**config.mk**
```make
export PLATFORM = sky130hd
export DESIGN_NAME = image_scanner
export DESIGN_NICKNAME = d
export VERILOG_FILES = /design/src/rtl/image_scanner.sv
export SDC_FILE = /design/constraint.sdc
export NUM_CORES = 1
export LEC_CHECK = 0
export CORE_ASPECT_RATIO = 1.4
export CORE_UTILIZATION = 55
export DETAILED_ROUTE_END_ITERATION = 10
export GPL_ROUTABILITY_DRIVEN = 0
export PLACE_DENSITY = 0.83
export SLEW_MARGIN = 20
export SYNTH_ARGS = -nofsm -noshare
export SYNTH_HDL_FRONTEND = slang
export SYNTH_SLANG_ARGS = --single-unit
export TNS_END_PERCENT = 50
```
**constraint.sdc**
```tcl
create_clock -name clk -period 3.2 [get_ports clk]
set_input_delay 0.48 -clock clk [delete_from_list [all_inputs] [get_ports clk]]
set_output_delay 0.48 -clock clk [all_outputs]
set_load 0.01 [all_outputs]
```
**src/rtl/image_scanner.sv**
```systemverilog
// image_scanner: raster-sweeps an image RAM once per start and reports matches to a latched target colour.
// Revision 1.0
`default_nettype none

module image_scanner #(
  parameter int WIDTH  = 160,
  parameter int HEIGHT = 120,
  parameter int RD_LAT = 1
) (
  input  logic        clk,
  input  logic        reset,
  input  logic        start,
  input  logic [2:0]  target_color,
  output logic [7:0]  x,
  output logic [6:0]  y,
  input  logic [2:0]  image_color,
  output logic        busy,
  output logic        done,
  output logic [14:0] match_count,
  output logic        found,
  output logic [7:0]  first_x,
  output logic [6:0]  first_y
);

  localparam logic [7:0] X_LAST     = 8'(WIDTH - 1);
  localparam logic [6:0] Y_LAST     = 7'(HEIGHT - 1);
  localparam logic [1:0] DRAIN_LAST = 2'(RD_LAT - 1);

  typedef enum logic [1:0] {IDLE, SCAN, DRAIN, DONE} state_e;

  state_e      state_q, state_d;
  logic [7:0]  x_q, x_d;
  logic [6:0]  y_q, y_d;
  logic [2:0]  tgt_q, tgt_d;
  logic [14:0] cnt_q, cnt_d;
  logic        found_q, found_d;
  logic [7:0]  fx_q, fx_d;
  logic [6:0]  fy_q, fy_d;
  logic [1:0]  dcnt_q, dcnt_d;
  logic        busy_q, busy_d;
  logic        done_q, done_d;

  // Address delay line: stage RD_LAT-1 lines up with the pixel on image_color.
  logic        vld_q [RD_LAT];
  logic [7:0]  px_q  [RD_LAT];
  logic [6:0]  py_q  [RD_LAT];
  logic        pix_hit;

  always_ff @(posedge clk) begin
    if (reset) begin
      for (int i = 0; i < RD_LAT; i++) vld_q[i] <= 1'b0;
    end else begin
      vld_q[0] <= (state_q == SCAN);
      for (int i = 1; i < RD_LAT; i++) vld_q[i] <= vld_q[i-1];
    end
    px_q[0] <= x_q;
    py_q[0] <= y_q;
    for (int i = 1; i < RD_LAT; i++) begin
      px_q[i] <= px_q[i-1];
      py_q[i] <= py_q[i-1];
    end
  end

  assign pix_hit = vld_q[RD_LAT-1] && (image_color == tgt_q);

  always_ff @(posedge clk) begin
    if (reset) begin
      state_q <= IDLE;
      x_q     <= '0;
      y_q     <= '0;
      tgt_q   <= '0;
      cnt_q   <= '0;
      found_q <= 1'b0;
      fx_q    <= '0;
      fy_q    <= '0;
      dcnt_q  <= '0;
      busy_q  <= 1'b0;
      done_q  <= 1'b0;
    end else begin
      state_q <= state_d;
      x_q     <= x_d;
      y_q     <= y_d;
      tgt_q   <= tgt_d;
      cnt_q   <= cnt_d;
      found_q <= found_d;
      fx_q    <= fx_d;
      fy_q    <= fy_d;
      dcnt_q  <= dcnt_d;
      busy_q  <= busy_d;
      done_q  <= done_d;
    end
  end

  always_comb begin
    state_d = state_q;
    x_d     = x_q;
    y_d     = y_q;
    tgt_d   = tgt_q;
    cnt_d   = cnt_q;
    found_d = found_q;
    fx_d    = fx_q;
    fy_d    = fy_q;
    dcnt_d  = dcnt_q;

    case (state_q)
      IDLE: begin
        if (start) begin
          tgt_d   = target_color;
          cnt_d   = '0;
          found_d = 1'b0;
          fx_d    = '0;
          fy_d    = '0;
          x_d     = '0;
          y_d     = '0;
          state_d = SCAN;
        end
      end
      SCAN: begin
        if (x_q == X_LAST) begin
          if (y_q == Y_LAST) begin
            dcnt_d  = '0;
            state_d = DRAIN;
          end else begin
            x_d = '0;
            y_d = y_q + 7'd1;
          end
        end else begin
          x_d = x_q + 8'd1;
        end
      end
      DRAIN: begin
        if (dcnt_q == DRAIN_LAST) state_d = DONE;
        else                      dcnt_d  = dcnt_q + 2'd1;
      end
      DONE:    state_d = IDLE;
      default: state_d = IDLE;
    endcase

    // Only valid while draining/scanning, so never collides with the start clear.
    if (pix_hit) begin
      cnt_d = cnt_q + 15'd1;
      if (!found_q) begin
        found_d = 1'b1;
        fx_d    = px_q[RD_LAT-1];
        fy_d    = py_q[RD_LAT-1];
      end
    end

    busy_d = (state_d == SCAN) || (state_d == DRAIN);
    done_d = (state_d == DONE);
  end

  assign x           = x_q;
  assign y           = y_q;
  assign busy        = busy_q;
  assign done        = done_q;
  assign match_count = cnt_q;
  assign found       = found_q;
  assign first_x     = fx_q;
  assign first_y     = fy_q;

endmodule

`default_nettype wire

```
==> results of run 1 <==
## cell usage after synthesis (7+ instances only)
cell type and instances:
a21oi_1 47, clkbuf_1 15, dfxtp_1 71, nand2_1 36, nand3_1 31, nor2_1 14, nor3_1 7, o21ai_0 7
or4_1 8
## layout make-up
type | count | area, µm²
Inverter | 3 | 11.3
Clock inverter | 6 | 61.3
Fill cell | 396 | 1290
Clock buffer | 10 | 128
Multi-Input combinational cell | 234 | 1370
Tap cell | 64 | 80.1
Timing Repair Buffer | 61 | 598
Sequential cell | 71 | 1420
## state kept, by name, indices dropped and copies added, names as in the netlist
register and flops:
first_x 8, vld_q 1, dcnt_q 2, found 1, match_count 15, x 8
y 7, busy 1, py_q 7, tgt_q 3, state_q 2, done 1
first_y 7, px_q 8
## power by group
group	internal [W]	total (W)	switching [W]
Clock	0.000357	0.000676	0.000319
Sequential	0.000892	0.000900	0.00000879
Combinational	0.0000334	0.0000861	0.0000526
## per-layer routing
layer | wire length [µm] | vias up | GRT usage, %
met5 | 0 | - | 0
met3 | 359 | 12 | 6.77
met1 | 2630 | 1251 | 28.1
met4 | 160 | 0 | 13.0
li1 | - | 1293 | -
met2 | 3590 | 108 | 45.1
## metrics by stage
| step | worst slack (ps) | hold WS (ps) | utilization (%) | instance area (µm²) | total power [W] |
|---|---|---|---|---|---|
| finish | 711 | 400 | 74.0 | 3670 | 0.00166 |
| global route | 632 | 415 | 74.0 | 3670 | 0.00173 |
| CTS | 735 | 401 | 74.0 | 3670 | 0.00167 |
| detailed placement | 420 | 391 | 70.2 | 3480 | 0.00101 |
| global placement | 467 | 390 | 70.2 | 3480 | 0.00100 |
| floorplan | 1210 | 410 | - | 2890 | 0.000972 |
## how the worst max path moves through the flow
stage                                  from               endpoint  slack, ps
after global placement       image_color[2]  first_y[1]$_SDFF_PP0_        470
final                        image_color[2]  first_x[3]$_SDFF_PP0_        710
after floorplan           x[0]$_SDFFE_PP0P_      y[4]$_SDFFE_PP0P_       1210
after detailed placement     image_color[2]  first_x[7]$_SDFF_PP0_        420
after CTS                    image_color[2]  first_x[3]$_SDFF_PP0_        730
after global routing         image_color[2]  first_y[1]$_SDFF_PP0_        630
## critical path, delay by kind of cell
| family | cells | cell delay (ps) |
|---|---|---|
| buf+inv | 1 | 410 |
| compound gates | 1 | 160 |
| xor+xnor | 1 | 170 |
| simple gates | 3 | 1530 |
## kinds of logic after synthesis
group,count (synthesis)
buf+inv,24
compound gates,78
xor+xnor,8
simple gates,142
fa+ha+maj,5
mux,1
flops,71
==> impl_metrics.toml, run 1 <==
[run_status]
status = "finished, final reports clean"

[sta]
period_minus_slack_ps = 2490
finalSetupTns_ps = 0
setup_violations = 0
fin_crit_sh_pct = 77.8
worstMarginPinSlew_ps = 599
relSlewSlack_pct = 60.0
maxSlewViolCount = 0
clock_skew_ps = 7.71
rsz0062_at_grt = "false"
max_freq_ghz = 0.402
hold_violations = 0

[cts]
postCtsSetupBuffers = 0
cts-hold-fix-buffers = 0
worstSkewPairLatency_ps = 340
cts.clk_slew.worst_paths_ps = 70
cts_max_level = 3
clock_path_buffers = 2
cts_root_buf = "clkbuf_8"
cts_tree = "done"
cts_buffers = 9
cts.sink_count = 71
cts_resized = 0

[global_routing]
grt_pass1_vias = 2427
grt_overflow = 0
grt_pass1_wl_um = 11000
grt_util_all_layers_pct = 25.5
antenna_found_initial = 0
grt_max_degree = 51

[critical_path]
cp.arrival_ps = 2750
rr_endpoint = "first_x[3]$_SDFF_PP0_"
cp-start-kind = "input port"
r2r_setup_slack_ps = 930
end_kind = "register"
path_cells = "clkdlybuf4s50_1, xor2_1, or4b_1, nor2_2, nand2_1, a21oi_1"
max_stage_delay_ps = 810
path_class = "input port to register"
cp_slowest_cell = "or4b_1"
ff2ff_path_depth = 5
r2r_start = "tgt_q[2]$_SDFFE_PP0P_"
crit_required_ps = 3460
crit_fanout = 16

[synthesis]
syn-num-nets = 343
syn_area_per_cell_um2 = 8.77
synth_compound_area_share_pct = 15.6
synth.area.top_cells = "dfxtp_1 49%, a21oi_1 8.1%, nand3_1 5.4%"
synthDistinctLibCells = 45
async_flop_share_pct = 0
yosysTopAreaCell = "dfxtp_1"
yosys.area_share.simple_pct = 26.9
synth-seq-cells = 71
synth_top_family_by_area = "simple AND/OR/NAND/NOR gates"
synth_area_mm2 = 0.00289
synthAdderAreaFrac_pct = 2.17
synth_top_area_share_pct = 49.2
ys_seq_area_share_pct = 49.2
synth_ff_type = "dfxtp_1"
yosysWarningCount = 0
synth_edf_count = 0
synthXorXnorAreaFrac_pct = 2.43
synth_cells = 329
muxShareOfSynthArea_pct = 0.347

[floorplan]
io_pins = 57
initial_utilization_pct = 58.3
die_h_um = 87.7
dieArea_mm2 = 0.00555
die_x_um = 63.2
coreArea_mm2 = 0.00495
rows = 30

[worst_hold_path]
hp-class = "register to register"
min_to = "py_q[0][5]$_DFF_P_"
holdPathStages = 0
worstHoldStart = "y[5]$_SDFFE_PP0P_"

[layout]
final_common_cell = "dfxtp_1"
layout-drive-gt1-share_pct = 7.27
final_cells = 449
nNetsFinal = 394
area_growth_pct = 27.1
num_antenna_cells = 0
most-common-layout-cells = "71 x dfxtp_1, 56 x clkdlybuf4s50_1, 47 x a21oi_1, 36 x nand2_1, 31 x nand3_1"

[routing]
antenna_left = 0
post_drt_via_cell_ratio = 5.93
num_vias = 2664
firstDrtPassIters = 5
routedWlPerCell_um = 15.0
drc = 0
drtIter0Drc = 213
routed_wl_um = 6740

[power_and_ir_drop]
cellPowerDensity_mw_per_mm2 = 453
leakage_nw = 1.27
vdd_ir_drop_max_uv = 301

[place]
dp_hpwl_um = 4580
io_buffers = 56
place_inst = 433

[flow_run]
drv_cap = 0
Note: power is estimated with default switching activity, not from simulation.
==> inputs of run 2 (changes only) <==
- CORE_UTILIZATION: 55 -> 51
- PLACE_DENSITY: 0.83 -> 0.78
- clock period: 3.2 -> 2.4 ns (I/O delays scaled with it)
==> run 2 against run 1 <==
Final area up 2.0%. Worst setup slack worse by 530 ps. Largest cell class unchanged. Clock-buffer cell count unchanged. Non-clock buffer count up 9. Critical path type is now register to register. Global-route usage down 1.1 points.
==> impl_metrics.toml, run 2 (same netlist as run 1, synthesis figures left out) <==
[layout]
multi_input_area_mm2 = 0.00137
nNetsFinal = 403
layout-drive-gt1-share_pct = 9.39
largest_register_ffs = 15
num_antenna_cells = 0
final_common_cell = "dfxtp_1"
most-common-layout-cells = "71 x dfxtp_1, 56 x clkdlybuf4s50_1, 47 x a21oi_1, 36 x nand2_1, 31 x nand3_1"
register_area_mm2 = 0.00142
finalInstanceArea_mm2 = 0.00374
area_growth_pct = 29.6
n_fill_cell = 448

[cts]
cts_buffers = 9
cts.clk_slew.worst_paths_ps = 70
cts_root_buf = "clkbuf_8"
cts_resized = 0
cts_max_level = 3
clock_path_buffers = 2
worstSkewPairLatency_ps = 340
cts-hold-fix-buffers = 0
cts.sink_count = 71
postCtsSetupBuffers = 0
cts_tree = "done"

[worst_hold_path]
hp-class = "register to register"
holdPathStages = 0
min_to = "px_q[0][7]$_DFF_P_"
worstHoldStart = "x[7]$_SDFFE_PP0P_"

[power_and_ir_drop]
intPower_w = 0.00171
clkPwrFrac_pct = 40.9
cellPowerDensity_mw_per_mm2 = 597
p_sw_share_pct = 23.3
leakage_nw = 1.31
switchingPower_w = 0.000521
sequentialPowerShare_pct = 53.7
comb_power_share_pct = 5.3
vdd_ir_drop_max_uv = 391

[flow_run]
drv_cap = 0

[routing]
routed_wl_um = 6840
post_drt_via_cell_ratio = 5.79
wl_met3_um = 314
drtIter0Drc = 184
antenna_left = 0
routedWlPerCell_um = 14.8
dr_wl_met2_um = 3580
num_vias = 2677
wl_met1_um = 2800
firstDrtPassIters = 4
drc = 0
dr.max_layer_used = "met4"

[critical_path]
r2r_start = "x[1]$_SDFFE_PP0P_"
path_class = "register to register"
cp.arrival_ps = 2480
ff2ff_path_depth = 6
end_kind = "register"
rr_endpoint = "y[5]$_SDFFE_PP0P_"
crit_required_ps = 2670
r2r_setup_slack_ps = 180
cp-start-kind = "register"
crit_fanout = 12

[sta]
maxSlewViolCount = 0
period_minus_slack_ps = 2220
max_freq_ghz = 0.451
clock_skew_ps = 11.2
hold_violations = 0
holdWs_ps = 405
rsz0062_at_grt = "false"
setup_violations = 0
relSlewSlack_pct = 44.4
finalSetupTns_ps = 0
fin_crit_sh_pct = 92.4
worstMarginPinSlew_ps = 831

[place]
io_buffers = 56
place_area_mm2 = 0.00355
dp_hpwl_um = 4820

[floorplan]
die_h_um = 91.0
initial_utilization_pct = 52.6
coreArea_mm2 = 0.00549
rows = 32
die_x_um = 65.6
dieArea_mm2 = 0.00597
io_pins = 57

[global_routing]
grt_pass1_vias = 2538
grt_pass1_wl_um = 11300
grt_overflow = 0
antenna_found_initial = 0
grt_util_all_layers_pct = 24.4
grt_max_degree = 51

[run_status]
status = "finished, final reports clean"
[run 2: worst max-delay path by stage]
| stage | start | to | slack (ps) | cells past startpoint |
|---|---|---|---|---|
| after global placement | image_color[2] | match_count[3]$_SDFFE_PP0P_ | 110 | 6 |
| after global routing | x[1]$_SDFFE_PP0P_ | y[5]$_SDFFE_PP0P_ | 50 | 6 |
| final | x[1]$_SDFFE_PP0P_ | y[5]$_SDFFE_PP0P_ | 180 | 6 |
| after floorplan | x[0]$_SDFFE_PP0P_ | y[4]$_SDFFE_PP0P_ | 410 | 7 |
| after detailed placement | image_color[1] | match_count[3]$_SDFFE_PP0P_ | 50 | 6 |
| after CTS | x[1]$_SDFFE_PP0P_ | y[5]$_SDFFE_PP0P_ | 230 | 6 |
[run 2: metrics by stage]
stage	setup slack (ps)	total power, W	cells	utilization [%]
5_1_grt	48.3	0.00231	462	68.2
4_1_cts	231	0.00224	462	68.2
6_report	183	0.00223	462	68.2
2_1_floorplan	407	0.00130	329	-
3_5_place_dp	50.7	0.00134	446	64.8
3_3_place_gp	111	0.00134	446	64.8
[run 2: power by group through the flow]
| stage | clock network [W] | logic, W | registers, W |
|---|---|---|---|
| after floorplan | 0 | 0.0000715 | 0.00122 |
| after global placement | 0 | 0.000116 | 0.00123 |
| after detailed placement | 0 | 0.000118 | 0.00123 |
| after CTS | 0.000923 | 0.000119 | 0.00120 |
| after global routing | 0.000980 | 0.000129 | 0.00120 |
| final | 0.000914 | 0.000119 | 0.00120 |
[run 2: cell type report]
cell class              instances  share of cell area (%)
well taps                      68                    2.27
flip-flops and latches         71                    38.0
inverters                       3                   0.301
repair buffers                 70                    17.8
multi-input cells             234                    36.6
clock buffers                  10                    3.41
clock inverters                 6                    1.64
[run 2: worst max-delay path: stages, from the launching register on]
cell     delay, ps
dfxtp_1        420
ha_1           250
and4_1         270
nand3_1        170
o22a_1         360
or4_1          540
a21oi_1        150
[run 2: routing by layer]
metal | vias up | track usage [%]
li1 | 1312 | -
met1 | 1255 | 27.3
met2 | 97 | 42.5
met3 | 13 | 5.53
met4 | 0 | 11.4
met5 | - | 0
